===== config.mk =====
export PLATFORM = sky130hd
export DESIGN_NAME = serial_paralelo
export DESIGN_NICKNAME = d
export VERILOG_FILES = /design/src/rtl/serial_paralelo.sv
export SDC_FILE = /design/constraint.sdc
export NUM_CORES = 1
export LEC_CHECK = 0
export ABC_AREA = 0
export CAP_MARGIN = 20
export CORE_MARGIN = 2
export CORE_UTILIZATION = 55
export CTS_CLUSTER_SIZE = 20
export DETAILED_ROUTE_END_ITERATION = 10
export DONT_BUFFER_PORTS = 1
export PLACE_DENSITY = 0.69
export SYNTH_ARGS = -nofsm -noshare
export SYNTH_HDL_FRONTEND = slang
export SYNTH_SLANG_ARGS = --single-unit

===== constraint.sdc =====
create_clock -name clk16f -period 3.2 [get_ports clk16f]
set_clock_uncertainty 0.2 [all_clocks]
set_input_delay 0.96 -clock clk16f [delete_from_list [all_inputs] [get_ports clk16f]]
set_output_delay 0.96 -clock clk16f [all_outputs]
set_load 0.02 [all_outputs]

===== src/rtl/serial_paralelo.sv =====
// rtl/serial_paralelo.sv - comma-aligned serial-to-parallel byte deserializer
module serial_paralelo #(
   parameter logic [7:0] COMMA       = 8'hBC,
   parameter int         COMMA_COUNT = 4
) (
   input  logic       clk16f,
   input  logic       reset,
   input  logic       serial_in,
   output logic [8:0] paralelo_out,
   output logic       word_strobe,
   output logic       active
);

   // Counter only has to reach COMMA_COUNT; it saturates there.
   localparam int             CW       = $clog2(COMMA_COUNT + 1);
   localparam logic [CW-1:0]  C_TARGET = CW'(COMMA_COUNT);
   localparam logic [CW-1:0]  C_ONE    = CW'(1);

   typedef enum logic [1:0] {
      SEARCH = 2'd0,
      ALIGN  = 2'd1,
      ACTIVE = 2'd2
   } state_t;

   state_t          r_state;
   state_t          w_state_nxt;
   logic [7:0]      r_sr;
   logic [2:0]      r_bit_cnt;
   logic [2:0]      w_bit_cnt_nxt;
   logic [CW-1:0]   r_comma_cnt;
   logic [CW-1:0]   w_comma_cnt_nxt;
   logic [8:0]      r_out;
   logic [8:0]      w_out_nxt;
   logic            r_strobe;
   logic            w_strobe_nxt;

   logic [7:0]      w_word;
   logic            w_boundary;
   logic            w_is_comma;

   // The byte completing at this edge includes the bit being sampled now.
   assign w_word     = {r_sr[6:0], serial_in};
   assign w_boundary = (r_bit_cnt == 3'd7);
   assign w_is_comma = (w_word == COMMA);

   // Next-state, alignment bookkeeping and output word selection.
   always_comb begin
      w_state_nxt     = r_state;
      w_bit_cnt_nxt   = r_bit_cnt + 3'd1;
      w_comma_cnt_nxt = r_comma_cnt;
      w_out_nxt       = r_out;
      w_strobe_nxt    = 1'b0;
      case (r_state)
         SEARCH: begin
            // Any comma, at any bit offset, fixes the byte phase here.
            if (w_is_comma) begin
               w_bit_cnt_nxt   = 3'd0;
               w_comma_cnt_nxt = C_ONE;
               w_state_nxt     = (COMMA_COUNT == 1) ? ACTIVE : ALIGN;
            end
         end
         ALIGN: begin
            if (w_boundary) begin
               if (w_is_comma) begin
                  if (r_comma_cnt >= (C_TARGET - C_ONE)) begin
                     w_comma_cnt_nxt = C_TARGET;
                     w_state_nxt     = ACTIVE;
                  end else begin
                     w_comma_cnt_nxt = r_comma_cnt + C_ONE;
                  end
               end else begin
                  w_comma_cnt_nxt = '0;
                  w_state_nxt     = SEARCH;
               end
            end
         end
         ACTIVE: begin
            // Phase is locked; commas only mark idle words, never realign.
            if (w_boundary) begin
               w_out_nxt    = w_is_comma ? {1'b0, COMMA} : {1'b1, w_word};
               w_strobe_nxt = 1'b1;
            end
         end
         default: begin
            w_state_nxt     = SEARCH;
            w_comma_cnt_nxt = '0;
         end
      endcase
   end

   // State and datapath registers with synchronous reset.
   always_ff @(posedge clk16f) begin
      if (reset) begin
         r_state     <= SEARCH;
         r_sr        <= 8'h00;
         r_bit_cnt   <= 3'd0;
         r_comma_cnt <= '0;
         r_out       <= 9'h000;
         r_strobe    <= 1'b0;
      end else begin
         r_state     <= w_state_nxt;
         r_sr        <= w_word;
         r_bit_cnt   <= w_bit_cnt_nxt;
         r_comma_cnt <= w_comma_cnt_nxt;
         r_out       <= w_out_nxt;
         r_strobe    <= w_strobe_nxt;
      end
   end

   assign paralelo_out = r_out;
   assign word_strobe  = r_strobe;
   assign active       = (r_state == ACTIVE);

endmodule

After elaboration in Yosys (flattened, before gate mapping)
Index checks and enable logic that the tools add are counted.

storage, ports and cells
  logic and storage cells = 36
  input bits = 3
  register bits = 25
  output and inout port bits = 11

operators by class
  multiplexer cells = 14
  add/subtract/negate cells = 2
  magnitude comparators = 1
  reduce and logical (&&, ||, !) cells = 5
  equality and inequality tests = 7
  bitwise operators = 1

operators with widths
  cell                                                                                  number
  3-bit 2-to-1 mux                                                                      6
  9-bit 2-to-1 mux                                                                      1
  3-bit case mux with 3 select lines                                                    1
  8-bit == test (second input constant)                                                 1
  2-bit 2-to-1 mux                                                                      4
  3-bit by 1-bit adder with 3-bit output (second input constant)                        2
  2-bit case mux with 3 select lines                                                    1
  2-bit inequality test (second input constant)                                         2
  4-bit AND reduction                                                                   1
  3-bit == test (second input constant)                                                 1
  3-bit by 2-bit greater-or-equal comparator with 1-bit output (second input constant)  1
  3-bit inequality test (second input constant)                                         1
  3-bit AND reduction                                                                   1
  2-bit by 1-bit == test with 1-bit output (second input constant)                      1
  2-bit == test (second input constant)                                                 1
  2-bit logical NOT                                                                     1
  2-bit AND reduction                                                                   1
  2-bit OR reduction                                                                    1
  1-bit 2-to-1 mux                                                                      1
  1-bit NOT                                                                             1

Depth between registers and ports, before layout
  depth after elaboration = 5
  gate-level depth with buffers = 7
  depth with buffers taken out = 6

Worst setup path after synthesis
No wires, ideal clock.

  kind = in2reg
  start point = in serial_in
  end point = reg r_bit_cnt[1]
  setup slack = 1,173 ps
  stages = 4
  buffers on the path = 0
  data required time = 2,868 ps
  data arrival time = 1,695 ps
  setup time = 132 ps
  cell sequence = nand4bb_1 or2_2 nor3_2 nor3b_1

on the way
  longest elaborated chain between the ends = 3

RTL lines
  item                  RTL line  text
  from (decl)           8         input logic serial_in,
  8-bit == test         44        assign w_is_comma = (w_word == COMMA);
  3-bit 2-to-1 mux      56        if (w_is_comma) begin
  3-bit 2-to-1 mux      53        case (r_state)
  to (signal assigned)  103       r_bit_cnt <= w_bit_cnt_nxt;
  to (decl)             28        logic [2:0] r_bit_cnt;

No other way between the ends.
A chain may end at the register's enable or synchronous reset.

Worst setup path after layout
  start point = reg r_state[1]
  end point = out active

on the way
  longest elaborated chain between the ends = 1

RTL lines
  item                    RTL line  text
  from (decl)             25        state_t r_state;
  from (signal assigned)  101       r_state <= w_state_nxt;
  2-bit == test           112       assign active = (r_state == ACTIVE);
  to (decl)               11        output logic active

No other way between the ends.

==> impl_metrics.env <==
export IMPL_status="finished clean"
export IMPL_start_kind="register"
export IMPL_numPortBuffers=0
export IMPL_layout_min_cycle_time_ps=2290
export IMPL_async_reset_ff_frac=0
export IMPL_hpwl_um=1060
export IMPL_synth_ff_type="dfxtp_1"
export IMPL_routabilityCongestion=0.784
export IMPL_fp_dieArea_sq_mm=0.00213
export IMPL_die_h_um=46.1
export IMPL_startpoint="r_state[1]$_SDFFE_PP0P_"
export IMPL_post_cts_setup_buffers=0
export IMPL_fp_dieW_um=46.1
export IMPL_drive_above_1_share=0.0825
export IMPL_syn_to_final_growth_pct=2.69
export IMPL_synth_seq_area_share=0.513
export IMPL_cts_htree_levels=1
export IMPL_rr_worst_depth=6
export IMPL_clk_path_buf_depth=2
export IMPL_path_clk_slew_ps=120
export IMPL_grt_pass1_wl_um=2490
export IMPL_drc=0
export IMPL_rrSetupSlack_ps=1490
export IMPL_synth_edf_count=0
export IMPL_coreArea_sq_mm=0.00169
export IMPL_postLayoutCoreUtil=0.593
export IMPL_grt_max_degree=27
export IMPL_max_vdd_ir_drop_mv=0.308
export IMPL_syn_inst=98
export IMPL_crit_path_end_kind="output port"
export IMPL_final_common_cell="dfxtp_1"
export IMPL_ctsHoldBuffers=0
export IMPL_cp_max_fo=7
export IMPL_power_density_mw_per_mm2=459
export IMPL_wl_um=1490
export IMPL_cts_tree="done"
export IMPL_synth_avg_cell_area_sq_um=9.96
export IMPL_pin_count=14
export IMPL_yosysTopAreaCell="dfxtp_1"
export IMPL_viasPerCell=5.59
export IMPL_crit_required_ps=2040
export IMPL_antenna_found_initial=0
export IMPL_setup_viol=0
export IMPL_drtAntennaViolNets=0
export IMPL_hold_violations=0
export IMPL_rr_endpoint="r_comma_cnt[0]$_SDFFE_PP0P_"
export IMPL_insertion_delay_ps=310
export IMPL_rows=15
export IMPL_ys_warn_count=0
export IMPL_start_util=0.578
export IMPL_path_class="register to output port"
export IMPL_hold_class="register to register"
export IMPL_period_share=0.715
export IMPL_maxSlewHeadroom=0.780
export IMPL_slew_viol_final=0
export IMPL_fmax_mhz=437
export IMPL_syn_area_sq_um=976
export IMPL_synth_nets=105
export IMPL_grt_ovfl_total=0
export IMPL_synth_area_leaders="dfxtp_1 (51%), mux2i_1 (8.2%), ha_1 (5.1%)"
export IMPL_rsz0062_at_grt="no"
export IMPL_cts_sinks=25
export IMPL_final_cell_mix="dfxtp_1 (25), nor2_1 (13), nor2b_1 (8), mux2i_1 (8), nand2_1 (5)"
export IMPL_dr_pass1_iters=3
export IMPL_crit_arrival_ps=1130
export IMPL_post_cts_resized=0
export IMPL_synth_seq_cells=25
export IMPL_cap_violations=0
export IMPL_wl_per_cell_um=13.0
export IMPL_root_buffer="clkbuf_4"
export IMPL_grtUsageTotal=0.166
export IMPL_grt_pass1_vias=608
export IMPL_antenna_cells=0
export IMPL_fillerInstances=171
export IMPL_final_nets=105
export IMPL_via_count=637
export IMPL_timing_rr_start="r_bit_cnt[0]$_SDFF_PP0_"
export IMPL_cts_inserted_buffers=3
export IMPL_synth_top_cell_area_share=0.513
export IMPL_crit_end="active"
export IMPL_p_leak_uw=0.000444
export IMPL_drt_iter0_drc=6
export IMPL_synth_cell_types=30
export IMPL_fin_tns_setup_ps=0
export IMPL_tightest_slew_ps=327
worst max-delay path, cell delays in order (launching register included):
cell,delay (ps)
dfxtp_1,460
nor2b_1,170
buf_4,190
final cells by class:
class / instances / area (sq um) / area share
clock buffer: 4 / 26.3 / 0.0262
inverter: 4 / 15.0 / 0.0150
multi-input combinational: 63 / 432 / 0.431
sequential: 25 / 500 / 0.499
tap: 17 / 21.3 / 0.0212
timing repair buffer: 1 / 7.51 / 0.00749
cell families (layout without fill, tap and decap cells):
group	after synthesis	count (layout)	synth area share
adder cells (fa/ha/maj)	4	4	0.0513
buffers and inverters	10	9	0.0449
AND/OR/NAND/NOR	39	39	0.218
AO/OA/AOI/OAI	12	12	0.0910
multiplexers	8	8	0.0821
flip-flops	25	25	0.513
how the worst min path moves through the flow:
stage | start | endpoint | slack, ps | cells past startpoint
after detailed placement | r_bit_cnt[0]$_SDFF_PP0_ | r_bit_cnt[0]$_SDFF_PP0_ | 230 | 1
after global routing | r_bit_cnt[0]$_SDFF_PP0_ | r_bit_cnt[0]$_SDFF_PP0_ | 260 | 1
final | r_bit_cnt[0]$_SDFF_PP0_ | r_bit_cnt[0]$_SDFF_PP0_ | 240 | 1
after CTS | r_bit_cnt[0]$_SDFF_PP0_ | r_bit_cnt[0]$_SDFF_PP0_ | 240 | 1
after global placement | r_bit_cnt[0]$_SDFF_PP0_ | r_bit_cnt[0]$_SDFF_PP0_ | 210 | 1
after floorplan | r_bit_cnt[0]$_SDFF_PP0_ | r_bit_cnt[0]$_SDFF_PP0_ | 210 | 1
flip-flops by register name, summed over array words and instances, names as in the netlist:
name          flops
r_comma_cnt       3
r_sr              7
r_bit_cnt         3
r_state           2
word_strobe       1
paralelo_out      9
metrics by stage:
stage	cells	worst slack, ps	total power, uW	hold slack, ps	area, sq um
6_report	114	911	460	238	1000
5_1_grt	114	844	479	257	1000
4_1_cts	114	889	470	244	1000
3_5_place_dp	110	1070	333	226	976
3_3_place_gp	110	1100	332	215	976
2_1_floorplan	98	1170	335	208	976
where the power goes:
part           leakage [uW]  switching [uW]  internal, uW
Sequential         0.000203            2.46           316
Clock             0.0000150            86.2          48.7
Combinational      0.000227            2.26          4.61
synthesized netlist by cell type (2+ instances only):
| master | count |
|---|---|
| dfxtp_1 | 25 |
| nor2_1 | 13 |
| mux2i_1 | 8 |
| nor2b_1 | 8 |
| nand2_1 | 5 |
| ha_1 | 4 |
| inv_1 | 4 |
| clkbuf_1 | 3 |
| nor3_1 | 3 |
| a21oi_1 | 2 |
| buf_2 | 2 |
| nor3b_1 | 2 |
| o32ai_1 | 2 |
routing by layer:
layer,share of wire,vias up,wire length (um),global-route usage
met1,0.44,298,654,0.203
met5,0,-,0,0
met2,0.52,6,770,0.269
met4,0.012,0,18,0.103
met3,0.028,2,42,0.0275
li1,-,331,-,-
Note: power is estimated with default switching activity, not from simulation.
